### src/rtl/pll_lock_sequencer.sv
// PLL bring-up controller: sequences pll_rst, qualifies a synchronized lock and
// gates clkout0, with bounded retries, lock-loss recovery and status reporting.
module pll_lock_sequencer #(
    parameter int RST_CYCLES   = 16,
    parameter int LOCK_TIMEOUT = 50000,
    parameter int LOCK_STABLE  = 1024,
    parameter int MAX_RETRY    = 3
) (
    input  logic       clkin1,
    input  logic       rst,
    input  logic       pll_lock,
    input  logic       restart_req,
    output logic       pll_rst,
    output logic       clkout0_gate,
    output logic       ready,
    output logic       fail,
    output logic [3:0] retry_cnt,
    output logic [7:0] loss_cnt,
    output logic [2:0] state
);

    typedef enum logic [2:0] {
        ST_RESET     = 3'd0,
        ST_WAIT_LOCK = 3'd1,
        ST_STABLE    = 3'd2,
        ST_RUN       = 3'd3,
        ST_FAIL      = 3'd4
    } state_t;

    localparam int MAX_AB  = (RST_CYCLES > LOCK_TIMEOUT) ? RST_CYCLES : LOCK_TIMEOUT;
    localparam int CNT_MAX = (MAX_AB > LOCK_STABLE) ? MAX_AB : LOCK_STABLE;
    localparam int CNT_NEED = $clog2(CNT_MAX + 1);
    localparam int CNT_W   = (CNT_NEED > 17) ? CNT_NEED : 17;

    localparam logic [CNT_W-1:0] RST_LAST     = CNT_W'(RST_CYCLES - 1);
    localparam logic [CNT_W-1:0] TIMEOUT_LAST = CNT_W'(LOCK_TIMEOUT - 1);
    localparam logic [CNT_W-1:0] STABLE_LAST  = CNT_W'(LOCK_STABLE - 1);
    localparam logic [3:0]       RETRY_LIMIT  = 4'(MAX_RETRY);

    state_t           state_q, state_nxt;
    logic [CNT_W-1:0] cnt_q, cnt_nxt;
    logic [3:0]       retry_q, retry_nxt;
    logic [7:0]       loss_q, loss_nxt;
    logic             lock_m, lock_s;
    logic             attempt_failed;

    // Two-flop synchronizer; pll_lock has no timing relation to clkin1.
    always_ff @(posedge clkin1) begin
        if (rst) begin
            lock_m <= 1'b0;
            lock_s <= 1'b0;
        end else begin
            lock_m <= pll_lock;
            lock_s <= lock_m;
        end
    end

    // Next-state logic. restart_req is a plain level sampled every cycle; it
    // takes priority over every lock, timeout and completion condition.
    always_comb begin
        state_nxt      = state_q;
        cnt_nxt        = cnt_q;
        retry_nxt      = retry_q;
        loss_nxt       = loss_q;
        attempt_failed = 1'b0;

        if (restart_req) begin
            state_nxt = ST_RESET;
            retry_nxt = 4'd0;
        end else begin
            case (state_q)
                ST_RESET: begin
                    if (cnt_q == RST_LAST) begin
                        state_nxt = ST_WAIT_LOCK;
                    end
                end
                ST_WAIT_LOCK: begin
                    if (lock_s) begin
                        state_nxt = ST_STABLE;
                    end else if (cnt_q == TIMEOUT_LAST) begin
                        attempt_failed = 1'b1;
                    end
                end
                ST_STABLE: begin
                    if (!lock_s) begin
                        attempt_failed = 1'b1;
                    end else if (cnt_q == STABLE_LAST) begin
                        state_nxt = ST_RUN;
                        retry_nxt = 4'd0;
                    end
                end
                ST_RUN: begin
                    if (!lock_s) begin
                        state_nxt = ST_RESET;
                        if (loss_q != 8'hFF) begin
                            loss_nxt = loss_q + 8'd1;
                        end
                    end
                end
                ST_FAIL: begin
                    state_nxt = ST_FAIL;
                end
                default: begin
                    state_nxt = ST_RESET;
                end
            endcase

            if (attempt_failed) begin
                if (retry_q < RETRY_LIMIT) begin
                    retry_nxt = retry_q + 4'd1;
                    state_nxt = ST_RESET;
                end else begin
                    state_nxt = ST_FAIL;
                end
            end
        end

        // The counter only runs in the timed states and restarts on any
        // transition, including a restart_req that re-enters RESET.
        if (restart_req || (state_nxt != state_q)) begin
            cnt_nxt = '0;
        end else if ((state_q == ST_RESET) || (state_q == ST_WAIT_LOCK) ||
                     (state_q == ST_STABLE)) begin
            cnt_nxt = cnt_q + CNT_W'(1);
        end else begin
            cnt_nxt = '0;
        end
    end

    // Outputs are decoded from the next state so they move with state_q.
    always_ff @(posedge clkin1) begin
        if (rst) begin
            state_q      <= ST_RESET;
            cnt_q        <= '0;
            retry_q      <= 4'd0;
            loss_q       <= 8'd0;
            pll_rst      <= 1'b1;
            clkout0_gate <= 1'b0;
            ready        <= 1'b0;
            fail         <= 1'b0;
        end else begin
            state_q      <= state_nxt;
            cnt_q        <= cnt_nxt;
            retry_q      <= retry_nxt;
            loss_q       <= loss_nxt;
            pll_rst      <= (state_nxt == ST_RESET) || (state_nxt == ST_FAIL);
            clkout0_gate <= (state_nxt == ST_RUN);
            ready        <= (state_nxt == ST_RUN);
            fail         <= (state_nxt == ST_FAIL);
        end
    end

    assign retry_cnt = retry_q;
    assign loss_cnt  = loss_q;
    assign state     = state_q;

endmodule

### config.mk
export PLATFORM = sky130hd
export DESIGN_NAME = pll_lock_sequencer
export DESIGN_NICKNAME = d
export VERILOG_FILES = /design/src/rtl/pll_lock_sequencer.sv
export SDC_FILE = /design/constraint.sdc
export NUM_CORES = 1
export LEC_CHECK = 0
export ABC_CLOCK_PERIOD_IN_PS = 2550
export BUFFER_PORTS_ARGS = -buffer_cell sky130_fd_sc_hd__buf_2
export CAP_MARGIN = 10
export CORE_ASPECT_RATIO = 1.2
export CORE_MARGIN = 2
export CORE_UTILIZATION = 50
export CTS_BUF_LIST = sky130_fd_sc_hd__clkbuf_8
export DETAILED_ROUTE_END_ITERATION = 8
export GPL_ROUTABILITY_DRIVEN = 0
export HOLD_SLACK_MARGIN = 0.15
export PLACE_DENSITY = 0.7
export SYNTH_ARGS = -nofsm -noshare
export SYNTH_HDL_FRONTEND = slang
export SYNTH_SLANG_ARGS = --single-unit
export TNS_END_PERCENT = 30
### constraint.sdc
create_clock -name clkin1 -period 2.55 [get_ports clkin1]
set_clock_uncertainty 0.2 [all_clocks]
set_input_delay 0.1275 -clock clkin1 [delete_from_list [all_inputs] [get_ports clkin1]]
set_output_delay 0.1275 -clock clkin1 [all_outputs]
set_load 0.01 [all_outputs]
# [After elaboration in Yosys (flattened, before gate mapping)]
# Index checks and enable logic that the tools add are counted.
[totals] ff_bits=37 word_cells=55
[classes] add_sub_neg=3 n_lt_le_gt_ge=1 eq_ne=11 n_mux=19 bitwise_logic=3 reduce_logical=9
[op_table] cell="two-way mux 3 bit" n=8
[op_table] cell="two-way mux 4 bit" n=5
[op_table] cell="adder 17 x 1 -> 17 bit, second input constant" n=1
[op_table] cell="== test 17 x 10 -> 1 bit, second input constant" n=1
[op_table] cell="== test 17 x 16 -> 1 bit, second input constant" n=1
[op_table] cell="== test 17 x 4 -> 1 bit, second input constant" n=1
[op_table] cell="one-hot mux 3 bit (5 select lines)" n=1
[op_table] cell="== test 3 x 2 -> 1 bit, second input constant" n=3
[op_table] cell="adder 8 x 1 -> 8 bit, second input constant" n=1
[op_table] cell="inequality test 8 bit, second input constant" n=1
[op_table] cell="== test 3 bit, second input constant" n=2
[op_table] cell="logical NOT 3 bit" n=2
[op_table] cell="adder 4 x 1 -> 4 bit, second input constant" n=1
[op_table] cell="logical OR 1 bit" n=4
[op_table] cell="less-than comparator 4 x 2 -> 1 bit, second input constant" n=1
[op_table] cell="two-way mux 1 bit" n=4
[op_table] cell="AND reduction 4 bit" n=1
[op_table] cell="== test 3 x 1 -> 1 bit, second input constant" n=1
[op_table] cell="inequality test 3 bit" n=1
[op_table] cell="inverter 1 bit" n=3
[op_table] cell="OR reduction 3 bit" n=1
[op_table] cell="one-hot mux 1 bit (2 select lines)" n=1
[op_table] cell="OR reduction 2 bit" n=1

# [Longest topological paths before layout]
# Gate-level depths: netlist of the first run.
[logic_depth] depth_word=10 depth_mapped=7 ltp_nobuf=6

# [Least setup slack after synthesis of the first run]
# Ideal clock, no wire load.
[synth_path] kind="register to register" startpoint="register cnt_q[0]" endpoint="register cnt_q[3]" setup_ps=72 arrival_time_ps=1852 path_slack_ps=427 stages_incl_launch_ff=8 path_buffers=1 period_less_slack_ps=2123 path_cell_list="dfxtp_1 ha_1 nand4_2 nor3_1 a311o_2 and3_1 buf_6 mux2i_1"
[synth_between] elab_chain_len=10 word_cells_on_any_way=17
[synth_rtl] item="from (decl)" line="41" text="logic [CNT_W-1:0] cnt_q, cnt_nxt;"
[synth_rtl] item="from (signal assigned)" line="143" text="cnt_q <= cnt_nxt;"
[synth_rtl] item="== test 17 x 16 -> 1 bit" line="80" text="end else if (cnt_q == TIMEOUT_LAST) begin"
[synth_rtl] item="two-way mux 1 bit" line="80"
[synth_rtl] item="two-way mux 1 bit" line="78" text="if (lock_s) begin"
[synth_rtl] item="one-hot mux 1 bit (2 select lines)" line="71" text="case (state_q)"
[synth_rtl] item="two-way mux 1 bit" line="67" text="if (restart_req) begin"
[synth_rtl] item="two-way mux 3 bit" line="108" text="if (attempt_failed) begin"
[synth_rtl] item="two-way mux 3 bit" line="67"
[synth_rtl] item="inequality test 3 bit" line="120" text="if (restart_req || (state_nxt != state_q)) begin"
[synth_rtl] item="logical OR 1 bit" line="120"
[synth_rtl] item="OR reduction 3 bit (no source line)"
# Parallel ways exist; a longest one is shown, timed or not. The select of a mux whose other input is x is not followed.
# A chain may end at the register's enable or synchronous reset.

# [Final worst setup path of the first run]
[layout_path] startpoint="register state_q[0] (netlist: state[0])" endpoint="register state_q[1] (netlist: state[1])"
[layout_between] elab_chain_len=5 word_cells_on_any_way=10
[layout_rtl] item="from (decl)" line="40" text="state_t state_q, state_nxt;"
[layout_rtl] item="from (signal assigned)" line="142" text="state_q <= state_nxt;"
[layout_rtl] item="== test 3 x 2 -> 1 bit or == test 3 x 1 -> 1 bit (tied branches)" line="71"
[layout_rtl] item="one-hot mux 1 bit (2 select lines)" line="71"
[layout_rtl] item="two-way mux 1 bit" line="67"
[layout_rtl] item="two-way mux 3 bit *" line="108"
[layout_rtl] item="two-way mux 3 bit *" line="67"
# Mark *: on every way between the ends. The rest lies on a longest branch, timed or not. The select of a mux whose other input is x is not followed.

==> impl_results.md, run 1 <==
- Via Count: 1662
- CTS buffer count: 5
- Async set or reset register ratio after synthesis: 0%
- Design Power: 1030 µW
- Ports: 23
- Hpwl dp: 2950 µm
- Drt pass-1 iters: 4
- Die area: around 0.0043 mm²
- Top cell type's share of synthesized area: 39.0%
- First-pass GRT wire length: 7380 µm
- Critical Path AT: 2.38 ns
- DRC: 0
- Final instance area: approximately 0.0022 mm²
- Initial core utilization: around 52%
- Starting DRT DRC Count: 53
- Final period utilization: 94.2%
- Worst min-delay path endpoint: lock_s
- Vias per cell: 5.56
- Max Slew Vio Count: 0
- Final net count: between 200 and 300
- CORE AREA: 0.00363 mm²
- Layout cell share with drive strength beyond 1: 19.0%
- Initial antenna violation count: 0
- Max H-tree Level: 2
- Post-synth EDFFs: 0
- Yosys cell types: 48
- Final hold violations: 0
- CP max FO: 10
- Final count of negative-setup-slack endpoints: 0
- Pleak: 0.000866 µW
- Num Clock Sinks: 37
- Number of global-route vias before repair: 1619
- Clk buf depth: 2
- Final core utilization: 59.9%
- CP required: 2.53 ns
- Die height: 71.5 µm
- Worst-Margin Slew: 0.755 ns
- Peak supply drop: 0.384 mV
- Outcome: finished clean
- Avg Inst Size Synth: ~8.7 µm²
- Worst-path clk slew: 0.07 ns
- Worst-case reg-to-reg path depth: 5
- Routed wire per std cell: 13.7 µm
- Total gr overflow: 0
- Hold/Removal Path Class: reg -> reg
- Post-synthesis sequential area ratio: 39.0%
- Hold Startpoint: lock_m
- Number of core rows: 24
- CP startpoint kind: register
- Cell taking the most area after synthesis: dfxtp_1
- Diode count: 0
- Most frequent cells in the layout: dfxtp_1, nand2_1, buf_2, nor2_1
- Fin crit period: 2.40 ns
- #FFs+latches synth: 37
- Largest net degree at the start of global routing: 16
- Reg2reg end: state[1]
- Later-pin clock latency in the skew report: 0.29 ns
- Syn-to-layout area delta: 14.7%
- Max-Cap Viols: 0
- Syn. warnings: 0
- F_max: between 400 and 500 MHz
- Slew HR: 49.6%
- Die span in x: 60.2 µm
- Synth Net Count: 226
- PortBufs: 22
- Commonest non-fill, non-tap cell in the layout: dfxtp_1
- Pwr/cell area: 473 mW/mm²
- CTS Root Cell: clkbuf_8
- RSZ-0062 raised after global routing: no
- Cell Area, Placed: about 0.0020 mm²
- Post CTS Setup Buffer Count: 0
- Synth Flop Type: dfxtp_1
- CP Class: reg -> reg
- CTS tree: built
- CP Capture Type: register
- Mapped cell area: 0.00190 mm²
- Total track usage: between 20 and 25%
- Cells on Worst Hold Path: 1
- Final ANT Viol Nets: 0
- Syn Inst Count: 219
- Post-Route WL: 4110 µm
- Setup TNS: 0 ns
- Worst r2r src: state[0]
- Top post-synthesis cells by area: dfxtp_1, nand2_1, xnor2_1, xor2_1, nor2_1
- Internal reg-to-reg setup slack: 0.15 ns
-- cell families after synthesis --
logic type | after synthesis | synth area share [%]
adders and majority gates | 3 | 1.98
and+or+nand+nor | 104 | 30.1
buffers and inverters | 13 | 3.89
AOI/OAI and AO/OA | 38 | 13.6
xor gates and xnor gates | 18 | 8.31
DFF | 37 | 39.0
muxes | 6 | 3.16
-- per-layer routing --
| layer | wire length [µm] | part of all wire [%] | global-route usage, % |
|---|---|---|---|
| met1 | 1870 | 45 | 27.3 |
| met2 | 2010 | 49 | 37.0 |
| met3 | 151 | 3.7 | 5.42 |
| met4 | 80 | 1.9 | 9.14 |
| met5 | 0 | 0 | 0 |
-- power by group --
group / internal (µW) / total [µW] / switching (µW)
combinational: 12.3 / 29.0 / 16.7
clock: 214 / 417 / 204
sequential: 580 / 584 / 3.31
total: 806 / 1030 / 224
-- worst max path at each step --
stage	start	end	slack (ns)
after global routing	cnt_q[0]	cnt_q[3]	0.02
after CTS	state[0]	state[1]	0.17
after detailed placement	cnt_q[11]	cnt_q[3]	0.26
final	state[0]	state[1]	0.15
after floorplan	cnt_q[0]	cnt_q[3]	0.43
after global placement	state[2]	cnt_q[4]	0.31
-- cells in the mapped netlist (3+ instances only) --
master and count:
dfxtp_1 37, nand2_1 24, nor2_1 18, a21oi_1 11
nand3_1 11, o21ai_0 11, nor3_1 10, xnor2_1 9
xor2_1 9, or3_1 8, and3_1 7, mux2i_1 6
inv_1 4, nand4_1 4, clkbuf_1 3, ha_1 3
nor4_1 3, o21ai_1 3
-- critical path, cell delays in order (launching register included) --
cell           delay [ns]
dfxtp_1              0.51
or3b_4               0.46
nor3_4               0.23
a31o_2               0.26
nor3_1               0.08
dlygate4sd3_1        0.56
-- registers in the layout (all words and copies together), names as in the netlist --
| signal | cells |
|---|---|
| cnt_q | 17 |
| fail | 1 |
| lock_m | 1 |
| lock_s | 1 |
| loss_cnt | 8 |
| pll_rst | 1 |
| ready | 1 |
| retry_cnt | 4 |
| state | 3 |
-- area by class of cell --
| cell class | instances | area (µm²) |
|---|---|---|
| fillers | 354 | 1460 |
| multi-input cells | 169 | 1080 |
| flip-flops and latches | 37 | 741 |
| repair buffers | 30 | 183 |
| clock buffers | 6 | 82.6 |
| well taps | 52 | 65.1 |
| inverters | 4 | 15.0 |
| clock inverters | 1 | 7.51 |
-- metrics by stage --
step | setup slack [ns] | hold slack, ns | cells
floorplan | 0.427 | -0.000889 | 219
global placement | 0.312 | 0.145 | 287
detailed placement | 0.256 | 0.176 | 287
CTS | 0.170 | 0.256 | 299
global route | 0.0175 | 0.259 | 299
finish | 0.147 | 0.249 | 299
-- repair_timing --
action,CTS,global route
hold endpoints to repair,20,0
hold buffers,5,0
endpoints found under the setup margin,0,0
gates resized for setup,0,0
No activity file was read; power rests on OpenSTA's default activity.
==> run 2, diff against run 1 <==
- ABC_CLOCK_PERIOD_IN_PS: 2550 -> 2080
- PLACE_DENSITY: 0.7 -> 0.73
- TNS_END_PERCENT: 30 -> 100
- clock period: 2.55 -> 2.08 ns (I/O delays scaled with it)
==> run 2 against run 1 <==
Against the previous run: cell area up 9.3%; core utilization up 5.5 points; first-iteration DRC count down 30%; setup slack worse by 0.11 ns; worst hold slack about the same; fmax up 17%; routed wire length up 6.1%; power up 23%; critical path type unchanged; highest routed layer unchanged.
==> impl_results.md, run 2 (synthesized netlist as in run 1, its figures left out) <==
- Routed wire per std cell: roughly 14 µm
- Starting DRT DRC Count: 37
- Sequential standard cell area: 742 µm²
- Initial antenna violation count: 0
- CP Class: reg -> reg
- Max Slew Vio Count: 0
- CP required: 2.10 ns
- Post-Place Setup Slack: just over 0.02 ns
- Later-pin clock latency in the skew report: 0.29 ns
- CP Capture Type: register
- Largest register FFs: 17
- Final WS setup: 0.0325 ns
- Layout cell share with drive strength beyond 1: 28.6%
- F_max: roughly 500 MHz
- CTS buffer count: 5
- Worst-path clk slew: 0.07 ns
- Setup TNS: 0 ns
- Reg with most FFs: cnt_q
- Worst-path cell chain: or4_4 -> nor3_4 -> o211a_4 -> and3_4 -> buf_12 -> mux2i_1
- Fin crit period: about 2.0 ns
- Final hold violations: 0
- Syn-to-layout area delta: 25.3%
- Number of core rows: 24
- Final period utilization: slightly below 100%
- Outcome: finished clean
- CTS Root Cell: clkbuf_8
- Die area: 0.00431 mm²
- Area of the multi-input gates: 0.00113 mm²
- Critical Path AT: 2.07 ns
- Fin cells: 318
- Hpwl dp: 3210 µm
- Pleak: between 0.0009 and 0.001 µW
- Peak supply drop: 0.385 mV
- RSZ-0062 raised after global routing: yes
- Fill count: ~330
- Slowest CP cell: or4_4
- Vias per cell: 5.35
- Max H-tree Level: 2
- Total track usage: 22.1%
- CP max FO: 9
- Initial core utilization: 52.2%
- Max-Cap Viols: 0
- Die span in x: 60.2 µm
- Post-Route WL: approximately 4400 µm
- Drt pass-1 iters: 4
- Final count of negative-setup-slack endpoints: 0
- Clk buf depth: 2
- Slew HR: 70.4%
- PortBufs: 22
- Num Clock Sinks: 37
- Final ANT Viol Nets: 0
- Ports: 23
- WHS: 0.249 ns
- CORE AREA: 0.00363 mm²
- Final net count: roughly 270
- Placed Cells incl. Taps: roughly 300
- Number of global-route vias before repair: 1642
- Crit-path max cell delay: 0.56 ns
- Via Count: about 1700
- Commonest non-fill, non-tap cell in the layout: dfxtp_1
- First-pass GRT wire length: 7140 µm
- DRC: 0
- CTS tree: built
- Hold/Removal Path Class: reg -> reg
- Diode count: 0
- Pwr/cell area: 531 mW/mm²
- Die height: a little over 70 µm
- Total gr overflow: 0
- CP startpoint kind: register
- Largest net degree at the start of global routing: 15
- Most frequent cells in the layout: dfxtp_1, nand2_1, buf_2, buf_4, nor2_1
- Worst-Margin Slew: approximately 0.44 ns
[run 2: cell types whose count changed in the layout (fill, tap and decap cells not counted), moves of 2 or more]
cell,previous run,this run
nor2_1,18,16
nor3_1,10,8
buf_4,3,22
nor2_2,0,2
[run 2: final cells by class]
| type | instances | share of cell area, % |
|---|---|---|
| clock buffer | 6 | 3.47 |
| clock inverter | 1 | 0.316 |
| inverter | 4 | 0.631 |
| multi-input combinational | 169 | 47.6 |
| sequential | 37 | 31.2 |
| tap | 52 | 2.74 |
| timing repair buffer | 49 | 14.1 |
[run 2: routing by layer]
layer / GRT usage [%] / part of all wire [%] / up-vias
li1: - / - / 868
met1: 26.8 / 43 / 796
met2: 36.6 / 52 / 30
met3: 5.05 / 3.4 / 7
met4: 9.63 / 1.3 / 0
met5: 0 / 0 / -
[run 2: critical path: cells and delay by family, from the launching register on]
family | cells | cell delay [ns]
AND/OR/NAND/NOR | 3 | 0.96
flip-flops | 1 | 0.32
AO/OA/AOI/OAI | 1 | 0.21
multiplexers | 1 | 0.17
buffers and inverters | 1 | 0.13
[run 2: through the flow]
stage,utilization [%],power (µW),instance area [µm²]
finish,65.5,1260,2380
floorplan,-,751,1900
detailed placement,60.5,767,2200
CTS,64.0,1270,2330
global route,65.5,1310,2380
global placement,60.5,766,2200
[run 2: repair_timing]
action                                  CTS  global route
gates resized for setup                   0            10
buffers inserted                          0             1
endpoints found under the setup margin    0            11
hold buffers                              4             0
hold endpoints to repair                 20             0
[run 2: report_power, final]
group | internal [µW] | switching, µW
clock | 262 | 242
sequential | 712 | 3.14
combinational | 21.4 | 23.6
[run 2: final timing paths]
check	start	cells after the start	end	slack [ns]
worst min-delay path	lock_m	1	lock_s	0.25
worst max register to register	cnt_q[11]	6	cnt_q[4]	0.03
worst max-delay path	cnt_q[11]	6	cnt_q[4]	0.03
worst min register to register	lock_m	1	lock_s	0.25
==> run 3, diff against run 2 <==
- ABC_CLOCK_PERIOD_IN_PS: 2080 -> 2200
- PLACE_DENSITY: 0.73 -> 0.7
- clock period: 2.08 -> 2.2 ns (I/O delays scaled with it)
==> run 3 against run 2 <==
Against the previous run: worst hold slack barely moved; via count rose by 1.1%; combinational power fell by 16%; largest cell class unchanged; critical path type unchanged; global-route usage fell by 0.83 points.
==> impl_results.md, run 3 (synthesized netlist as in run 1, its figures left out) <==
- Outcome: finished clean
- Final net count: 268
- CTS buffer count: 5
- Routed wire per std cell: 13.5 µm
- CP required: 2.23 ns
- Cells on Worst Hold Path: 1
- Worst-path clk slew: 0.07 ns
- Drt pass-1 iters: 4
- Critical Path AT: around 2.1 ns
- Starting DRT DRC Count: slightly below 90
- Hpwl dp: 3090 µm
- Max Slew Vio Count: 0
- Layout cell share with drive strength beyond 1: roughly 24%
- Number of core rows: 24
- CTS tree: built
- Pleak: 0.000939 µW
- Die area: 0.00431 mm²
- Hold/Removal Path Class: reg -> reg
- CP Capture Type: register
- Fin crit period: 2.08 ns
- Die span in x: 60.2 µm
- DRC: 0
- Largest net degree at the start of global routing: 16
- Post-Route WL: 4230 µm
- Reg2reg end: retry_cnt[1]
- Pwr/cell area: 512 mW/mm²
- Design Power: 1170 µW
- Worst min-delay path endpoint: lock_s
- RSZ-0062 raised after global routing: no
- Commonest non-fill, non-tap cell in the layout: dfxtp_1
- Total track usage: a little over a fifth
- Later-pin clock latency in the skew report: 0.29 ns
- First-pass GRT wire length: 6900 µm
- Final ANT Viol Nets: 0
- Post-Place Setup Slack: -0.0140 ns
- Ports: 23
- Final WS setup: 0.116 ns
- CORE AREA: 0.00363 mm²
- CTS Root Cell: clkbuf_8
- Peak supply drop: 0.538 mV
- Most frequent cells in the layout: dfxtp_1, nand2_1, buf_2, buf_4, nor2_1
- Final hold violations: 0
- Final count of negative-setup-slack endpoints: 0
- Via Count: about 1700
- Post CTS Setup Buffer Count: 0
- Clk buf depth: 2
- PortBufs: 22
- Syn-to-layout area delta: 20.1%
- Total gr overflow: 0
- CP Class: reg -> reg
- Diode count: 0
- Worst-Margin Slew: 0.401 ns
- Max H-tree Level: 2
- Die height: 71.5 µm
- Initial antenna violation count: 0
- Initial core utilization: 52.2%
- Num Clock Sinks: 37
- Number of global-route vias before repair: 1541
- Hold Startpoint: lock_m
- Largest register FFs: 17
- Vias per cell: around 5.5
- CP startpoint kind: register
- F_max: approximately 480 MHz
- Reg with most FFs: cnt_q
- Max-Cap Viols: 0
- Worst-case reg-to-reg path depth: 6
- Final period utilization: 94.7%
- Internal reg-to-reg setup slack: approximately 0.12 ns
- CP max FO: 7
- Slew HR: 73.2%
- Worst r2r src: state[2]
-- run 3: repair_timing --
item                       in CTS  in global routing
hold buffers                    4                  0
gates resized for setup         1                  2
setup endpoints to repair       4                  1
hold endpoints to repair       20                  0
-- run 3: power by group --
group	total [µW]	internal, µW	switching, µW
sequential	676	673	2.88
combinational	37.5	16.6	20.9
clock	455	215	240
-- run 3: area by class of cell --
class | count | area (µm²)
Multi-Input combinational cell | 169 | 1090
Inverter | 4 | 15.0
Clock inverter | 3 | 13.8
Tap cell | 52 | 65.1
Fill cell | 322 | 1350
Sequential cell | 37 | 741
Timing Repair Buffer | 44 | 285
Clock buffer | 5 | 68.8
-- run 3: worst max-delay path: stages, from the launching register on --
cell	delay (ns)
dfxtp_1	0.32
buf_4	0.14
or3b_4	0.40
nor3_4	0.21
a31oi_2	0.19
or3b_1	0.42
a21oi_1	0.13
-- run 3: through the flow --
stage	hold WS [ns]	cells	cell area [µm²]	TNS, ns	util (%)
after floorplan	-0.0184	219	1900	0	-
after global placement	0.124	302	2150	0	59.2
after detailed placement	0.128	302	2150	-0.0326	59.2
after CTS	0.253	314	2270	0	62.6
after global routing	0.270	314	2280	0	62.7
final	0.249	314	2280	0	62.7
-- run 3: worst max-delay path by stage --
stage,start,endpoint,slack [ns],depth (start not counted)
2_1_floorplan,cnt_q[0],cnt_q[3],0.08,7
3_3_place_gp,cnt_q[11],cnt_q[9],0.02,5
3_5_place_dp,cnt_q[7],cnt_q[1],-0.01,5
4_1_cts,cnt_q[7],cnt_q[0],0.11,5
5_1_grt,state[2],retry_cnt[1],0.007,6
6_report,state[2],retry_cnt[1],0.12,6
-- run 3: layer usage --
metal  share of wire [%]  track usage (%)
met1                  46             26.5
met2                  48             34.7
met3                 3.6             3.79
met4                 2.1             10.4
met5                   0                0
